==> config.mk <==
export PLATFORM = sky130hd
export DESIGN_NAME = seg_glyph_reader
export DESIGN_NICKNAME = d
export VERILOG_FILES = /design/src/rtl/seg_glyph_reader.sv
export SDC_FILE = /design/constraint.sdc
export NUM_CORES = 1
export LEC_CHECK = 0
export ABC_AREA = 1
export CAP_MARGIN = 0
export CORE_MARGIN = 1.5
export CORE_UTILIZATION = 48
export CTS_CLUSTER_SIZE = 30
export DETAILED_ROUTE_END_ITERATION = 12
export GPL_TIMING_DRIVEN = 0
export PLACE_DENSITY = 0.75
export SLEW_MARGIN = 25
export SYNTH_ARGS = -nofsm -noshare
export SYNTH_HDL_FRONTEND = slang
export SYNTH_SLANG_ARGS = --single-unit
==> constraint.sdc <==
create_clock -name clk -period 1.33 [get_ports clk]
set_clock_uncertainty 0.15 [all_clocks]
set_input_delay 0.3325 -clock clk [delete_from_list [all_inputs] [get_ports clk]]
set_output_delay 0.3325 -clock clk [all_outputs]
set_load 0.05 [all_outputs]
==> src/rtl/seg_glyph_reader.sv <==
// rtl/seg_glyph_reader.sv - active-low seven-segment glyph stream to binary word decoder
// Collects one glyph per beat, LSB first, and flags non-binary or unknown glyphs per frame.
module seg_glyph_reader #(
  parameter int DIGITS = 14
) (
  input  logic              clk,
  input  logic              rst_n,
  input  logic              seg_valid,
  input  logic              seg_first,
  input  logic [6:0]        seg,
  output logic [DIGITS-1:0] word_out,
  output logic              word_valid,
  output logic              glyph_err,
  output logic              range_err,
  output logic              frame_abort,
  output logic              busy
);

  localparam int IW = (DIGITS > 1) ? $clog2(DIGITS) : 1;
  localparam logic [IW-1:0] LAST_IDX = IW'(DIGITS - 1);

  typedef enum logic {IDLE, COLLECT} state_t;

  state_t            state;
  logic [IW-1:0]     idx;
  logic [DIGITS-1:0] shift;
  logic              frame_glyph;
  logic              frame_range;

  logic              in_table;
  logic              beat_bit;
  logic              beat_glyph;
  logic              beat_range;
  logic [DIGITS-1:0] first_word;
  logic [DIGITS-1:0] coll_word;

  always_comb begin
    in_table = 1'b0;
    case (seg)
      7'h40, 7'h79, 7'h24, 7'h30,
      7'h19, 7'h12, 7'h02, 7'h78,
      7'h00, 7'h10, 7'h08, 7'h03,
      7'h46, 7'h21, 7'h06, 7'h0E: in_table = 1'b1;
      default:                    in_table = 1'b0;
    endcase
    beat_bit   = (seg == 7'h79);
    beat_glyph = !in_table;
    // Any legal hex glyph that is not 0 or 1 decodes as 0 but marks the frame out of range.
    beat_range = in_table && (seg != 7'h40) && (seg != 7'h79);
    first_word = DIGITS'(beat_bit);
    coll_word  = shift;
    coll_word[idx] = beat_bit;
  end

  always_ff @(posedge clk or negedge rst_n) begin
    if (!rst_n) begin
      state       <= IDLE;
      idx         <= '0;
      shift       <= '0;
      frame_glyph <= 1'b0;
      frame_range <= 1'b0;
      word_out    <= '0;
      word_valid  <= 1'b0;
      glyph_err   <= 1'b0;
      range_err   <= 1'b0;
      frame_abort <= 1'b0;
      busy        <= 1'b0;
    end else begin
      word_valid  <= 1'b0;
      frame_abort <= 1'b0;
      case (state)
        IDLE: begin
          if (seg_valid && seg_first) begin
            shift       <= first_word;
            idx         <= IW'(1);
            frame_glyph <= beat_glyph;
            frame_range <= beat_range;
            if (DIGITS == 1) begin
              word_out   <= first_word;
              glyph_err  <= beat_glyph;
              range_err  <= beat_range;
              word_valid <= 1'b1;
              idx        <= '0;
            end else begin
              state <= COLLECT;
              busy  <= 1'b1;
            end
          end
        end
        COLLECT: begin
          if (seg_valid) begin
            if (seg_first) begin
              // Resync: the partial frame is dropped and this beat becomes digit 0.
              frame_abort <= 1'b1;
              shift       <= first_word;
              idx         <= IW'(1);
              frame_glyph <= beat_glyph;
              frame_range <= beat_range;
            end else if (idx == LAST_IDX) begin
              word_out    <= coll_word;
              glyph_err   <= frame_glyph | beat_glyph;
              range_err   <= frame_range | beat_range;
              word_valid  <= 1'b1;
              shift       <= '0;
              idx         <= '0;
              frame_glyph <= 1'b0;
              frame_range <= 1'b0;
              state       <= IDLE;
              busy        <= 1'b0;
            end else begin
              shift       <= coll_word;
              idx         <= idx + IW'(1);
              frame_glyph <= frame_glyph | beat_glyph;
              frame_range <= frame_range | beat_range;
            end
          end
        end
        default: begin
          state <= IDLE;
          busy  <= 1'b0;
        end
      endcase
    end
  end

endmodule

==> impl_metrics.tcl, run 1 <==
set metrics [dict create \
    ys_ff_latch 39 \
    clock_latency_ps 310 \
    top_level_ports 30 \
    worstMarginPinSlew_ps 495.2 \
    synthMuxAreaShare_pct 0 \
    grt_pass1_vias 1914 \
    synthAdderAreaFrac_pct 0 \
    relSlewSlack_pct 66.99 \
    final_nets 339 \
    cp-end-kind "flip-flop" \
    dp.cells 338 \
    avgRoutedWirePerCell_um 16.79 \
    yosysMostFrequentCell "nand2_1" \
    arrival_ps 1660 \
    hold_class "flip-flop to flip-flop" \
    switchingPower_uw 953.2 \
    remaining_drc_errors 0 \
    p_sw_share_pct 31.99 \
    sequentialPowerShare_pct 43.6 \
    detail_route.first_pass.iterations 5 \
    p_leak_uw 0.001466 \
    core-area_um2 3971 \
    slew_viol_final 0 \
    final_cells 379 \
    peakVddDrop_mv 0.5115 \
    netlist_area_um2 1981 \
    fp.dieArea_um2 4521 \
    critPathLaunchType "flip-flop" \
    p_clk_share_pct 31.1 \
    area_growth_pct 57.23 \
    numPortBuffers 29 \
    grt_max_degree 22 \
    worstPathRequired_ps 1410 \
    antenna_found_initial 0 \
    yosysTopAreaCell "dfrtp_1" \
    setup_viol 54 \
    row_count 23 \
    p_int_uw 2027 \
    async_reset_ff_share_pct 100.0 \
    syn-num-nets 269 \
    pwr_density_cell_nw_per_um2 956.8 \
    hpwlAfterDp_mm 3.070 \
    cap_viol_max_count 0 \
    yosys_warnings 0 \
    hold_violations 0 \
    finalWorstSetupSlack_ps -245.0 \
    grt_first_pass_wirelength_mm 8.466 \
    crit_fanout 6 \
    synth_top_family_by_area "simple AND/OR/NAND/NOR gates" \
    power_uw 2980 \
    ys_types 26 \
    grt_util_all_layers_pct 25.44 \
    drtAntennaViolNets 0 \
    die_w_um 67.24 \
    tritoncts "yes" \
    syn_area_per_cell_um2 7.677 \
    drt_iter0_markers 270 \
    cts.clk_slew.worst_paths_ps 80 \
    status "finished with violations" \
    htreeDepth 2 \
    synth_compound_area_share_pct 13.90 \
    rsz0062_at_grt "yes" \
    num_vias 2128 \
    min_period_ps 1575 \
    drive_above_1_share_pct 46.20 \
    overflow 0 \
    synthTopCellsByArea "dfrtp_1 (49%), nand2_1 (13%), o21ai_1 (7.6%), nor2_1 (6.4%), inv_1 (4.9%)" \
    fmax_ghz 0.6349 \
    cts.path.max_buffers 2 \
    worst-setup-path-type "flip-flop to flip-flop" \
    synth_seq_area_share_pct 49.27 \
    clock_sinks 39 \
    drt-vias-per-instance 5.615 \
    synth_xor_area_share_pct 0.4422 \
    cts_made_buffers 5 \
    wl_mm 6.363 \
    synth_common_cells "nand2_1 (69), dfrtp_1 (39), nor2_1 (34), o21ai_1 (30), inv_1 (26)" \
    ys.flop_type "dfrtp_1" \
    combPwrFrac_pct 25.3 \
    antenna_cells 0 \
    routabilityCongestion 0.8033 \
    period_share_pct 118.4 \
    initial_core_util_pct 49.87 \
    syn_inst 258 \
    synth_top_area_share_pct 49.27 \
    synth-simple-area-share_pct 28.68 \
    synth_enable_flop_cells 0 \
    clockRootBuffer "clkbuf_8" \
    fp.dieH_um 67.24 \
    violations "negative setup slack" \
]
## timing repair
action | CTS | global route
endpoints found under the setup margin | 56 | 56
hold buffers | 1 | 0
pin swaps | 14 | 10
gates resized for setup | 213 | 48
cloned | 2 | 1
buffers inserted | 15 | 15
endpoints found under the hold margin | 18 | 0
## stage by stage
stage	instance area (µm²)	setup TNS (ps)	setup slack, ps	hold slack [ps]	utilization (%)
3_5_place_dp	2362	-28710	-811.0	170.3	59.48
6_report	3114	-7057	-245.0	349.6	78.42
3_3_place_gp	2340	-72280	-1157	310.5	58.92
2_1_floorplan	1987	-49.11	-22.65	-113.1	-
5_1_grt	3114	-9413	-303.5	371.6	78.42
4_1_cts	2825	-3387	-159.1	338.2	71.14
## worst paths after layout
path / start / endpoint / slack (ps) / cells after the start
min in group asynchronous: rst_n / shift[5] / 370 / 2
max: idx[1] / glyph_err / -250 / 10
min reg2reg: shift[11] / shift[11] / 350 / 2
max in group asynchronous: rst_n / idx[0] / 170 / 3
max reg2reg: idx[1] / glyph_err / -250 / 10
min: shift[11] / shift[11] / 350 / 2
## critical path, stage by stage, from the launching register on
cell and delay (ps):
dfrtp_1 400, inv_2 90, nand2_4 60, inv_4 70, nand3_4 80, inv_4 90, nand3_4 120, buf_8 180
clkinv_8 60, nor2_4 30, a31oi_1 140
## cells in the final DEF (no fill, tap or decap), types with 2 or more instances in the layout
master and count:
buf_4 24, inv_1 17, o21ai_2 11, o21ai_1 26, nand3_4 3, buf_6 27, nor2_1 13, dfrtp_2 3
o21ai_0 4, nand2_1 61, nand3_1 5, dfrtp_1 36, a31oi_1 3, o22ai_2 2, nor2_2 13, a21oi_1 4
nand3_2 2, a21oi_2 2, clkdlybuf4s15_2 6, dlygate4sd2_1 2, nand2_4 3, inv_2 10, inv_4 3, buf_12 3
nand2_2 9, nor2_4 15, clkbuf_8 9
## layer usage
layer  share of wire, %  GRT usage (%)
met1                 38          28.88
met2                 50          42.33
met3                6.3          8.167
met4                5.9          14.03
met5                  0              0
## power groups by stage
stage | clock, µW | sequential [µW] | combinational [µW]
floorplan | 0 | 1340 | 236
global placement | 0 | 1300 | 415
detailed placement | 0 | 1300 | 434
CTS | 901 | 1290 | 557
global route | 960 | 1310 | 804
finish | 927 | 1300 | 753
## cell families (layout without fill, tap and decap cells)
kind of cell / count (synthesis) / count (layout)
simple gates: 128 / 128
buf+inv: 37 / 108
xor+xnor: 1 / 1
compound gates: 53 / 53
flops: 39 / 39
## flip-flops by register name, summed over array words and instances (netlist names)
signal	cells
busy	1
frame_abort	1
frame_glyph	1
frame_range	1
glyph_err	1
idx	4
range_err	1
shift	13
state	1
word_out	14
word_valid	1
## area by class of cell
type | count | area, µm²
clock buffers | 8 | 100.1
plain buffers | 6 | 73.82
repair buffers | 63 | 650.6
multi-input cells | 182 | 1111
well taps | 50 | 62.56
flip-flops and latches | 39 | 979.7
fillers | 243 | 857.1
inverters | 31 | 136.4
No activity file was read; power rests on OpenSTA's default activity.
==> run 2: changes to the inputs <==
--- a/config.mk
+++ b/config.mk
@@ -12,6 +12,7 @@
 export CTS_CLUSTER_SIZE = 30
 export DETAILED_ROUTE_END_ITERATION = 12
 export GPL_TIMING_DRIVEN = 0
+export MAX_ROUTING_LAYER = met4
 export PLACE_DENSITY = 0.75
 export SLEW_MARGIN = 25
 export SYNTH_ARGS = -nofsm -noshare
==> run 2 against run 1 <==
Against the previous run: the run still ends with negative setup slack left; sequential power is essentially flat; first-iteration DRC count shrank 14%; highest routed layer unchanged; worst setup slack lost 88 ps; clock power shrank 1%; total power grew 2.3%; maximum frequency shrank 5.3%; critical path depth shrank 4; largest cell class unchanged.
==> impl_metrics.tcl, run 2 (synthesis results as in run 1) <==
set metrics [dict create \
    reg2reg_setup_slack_ps -330 \
    drive_above_1_share_pct 48.48 \
    rsz0062_at_grt "yes" \
    worstPathRequired_ps 1400 \
    avgRoutedWirePerCell_um 17.76 \
    max_flop_register "word_out" \
    initial_core_util_pct 49.87 \
    regToRegEndpoint "shift[0]" \
    grt_util_met2_pct 42.33 \
    worstReg2RegStart "idx[1]" \
    drt_iter0_markers 233 \
    p_leak_uw 0.001489 \
    peakVddDrop_mv 0.5799 \
    multi_input_area_um2 1152 \
    routabilityCongestion 0.8150 \
    path_depth 6 \
    num_vias 2203 \
    clock_sinks 39 \
    remaining_drc_errors 0 \
    largest_reg_flops 14 \
    cts.path.max_buffers 2 \
    gr-usage-met3_pct 8.167 \
    rr_worst_depth 6 \
    cp-end-kind "flip-flop" \
    fp.dieH_um 67.24 \
    top_level_ports 30 \
    min_period_ps 1663 \
    slew_viol_final 0 \
    htreeDepth 2 \
    grt_util_all_layers_pct 26.14 \
    detail_route.first_pass.iterations 6 \
    pwr_density_cell_nw_per_um2 961.8 \
    status "finished with violations" \
    drt-vias-per-instance 5.797 \
    grt_pass1_vias 1916 \
    use_met1_pct 28.77 \
    setup_viol 49 \
    row_count 23 \
    die_w_um 67.24 \
    place_area_um2 2362 \
    nFillCells 223 \
    busiest_layer "met2" \
    final_nets 340 \
    antenna_cells 0 \
    grt_max_degree 22 \
    endpoint "shift[0]" \
    violations "negative setup slack" \
    period_share_pct 125.0 \
    hold_class "flip-flop to flip-flop" \
    core-area_um2 3971 \
    critPathLaunchType "flip-flop" \
    worst_path_largest_cell_delay_ps 420 \
    fin_area_um2 3171 \
    grt_first_pass_wirelength_mm 8.459 \
    cp_num_buf_inv 1 \
    wl_mm 6.748 \
    crit_chain "buf_4 > nor2_4 > a21oi_1 > a31oi_1 > nand2_1 > a31oi_1" \
    cp_slowest_cell "dfrtp_1" \
    numPortBuffers 29 \
    worst-setup-path-type "flip-flop to flip-flop" \
    cts.clk_slew.worst_paths_ps 90 \
    holdWs_ps 361.5 \
    cap_viol_max_count 0 \
    final_common_cell "nand2_1" \
    overflow 0 \
    arrival_ps 1730 \
    register_area_um2 979.7 \
    layout_common_cells "nand2_1 (58), dfrtp_1 (36), buf_6 (29), o21ai_1 (23), buf_4 (23)" \
    relSlewSlack_pct 65.94 \
    hpwlAfterDp_mm 3.070 \
    clockRootBuffer "clkbuf_8" \
    final_util_pct 79.84 \
    reg_top3 "word_out x14, shift x13, idx x4" \
    worstMarginPinSlew_ps 511.0 \
    antenna_found_initial 0 \
    cts_made_buffers 5 \
    clock_latency_ps 310 \
    crit_fanout 3 \
    area_growth_pct 60.08 \
    cp_common_cell "a31oi_1" \
    cp-startpoint "idx[1]" \
    fp.dieArea_um2 4521 \
    tritoncts "yes" \
    hold_violations 0 \
    finalWorstSetupSlack_ps -332.7 \
    min_from "word_out[2]" \
    fmax_ghz 0.6014 \
    drtAntennaViolNets 0 \
    crit_family "compound AO/OA/AOI/OAI gates" \
]
[run 2: how the worst min path moves through the flow]
stage,end,cells after the start,slack [ps]
floorplan,busy,0,-110
global placement,shift[11],2,310
detailed placement,word_out[5],1,170
CTS,shift[11],2,340
global route,word_out[2],2,370
finish,word_out[2],2,360
[run 2: layout make-up]
cell class,instances,share of cell area (%)
Buffer,6,2.328
Clock buffer,8,3.157
Inverter,31,4.302
Multi-Input combinational cell,182,36.35
Sequential cell,39,30.90
Tap cell,50,1.973
Timing Repair Buffer,64,20.99
[run 2: per-layer routing]
metal / share of wire (%) / wire length, µm / up-vias
li1: - / - / 967
met5: 0 / 0 / -
met4: 6.9 / 467 / 0
met2: 49 / 3326 / 130
met3: 7.1 / 476 / 56
met1: 37 / 2478 / 1050
[run 2: stage by stage]
step,total power [µW],setup WS (ps),setup TNS [ps],cells
5_1_grt,3139,-383.3,-9358,380
6_report,3049,-332.7,-8265,380
3_5_place_dp,1737,-811.0,-28710,338
4_1_cts,2750,-159.1,-3387,364
3_3_place_gp,1717,-1157,-72280,337
2_1_floorplan,1580,-22.65,-49.11,258
[run 2: report_power, final]
part           leakage (µW)  switching (µW)  internal, µW
combinational      0.000916             492           337
clock             0.0000515             440           474
sequential         0.000522            62.7          1240
[run 2: worst min-delay path, cell delays in order (launching register included)]
cell	delay, ps
dfrtp_1	360
nand2_1	70
o21ai_2	50
[run 2: what timing repair did]
item / CTS / global route
cloned: 2 / 1
endpoints found under the hold margin: 18 / 0
pin swaps: 14 / 14
hold buffers: 1 / 0
setup endpoints to repair: 56 / 56
setup buffers: 15 / 16
gates resized for setup: 213 / 62
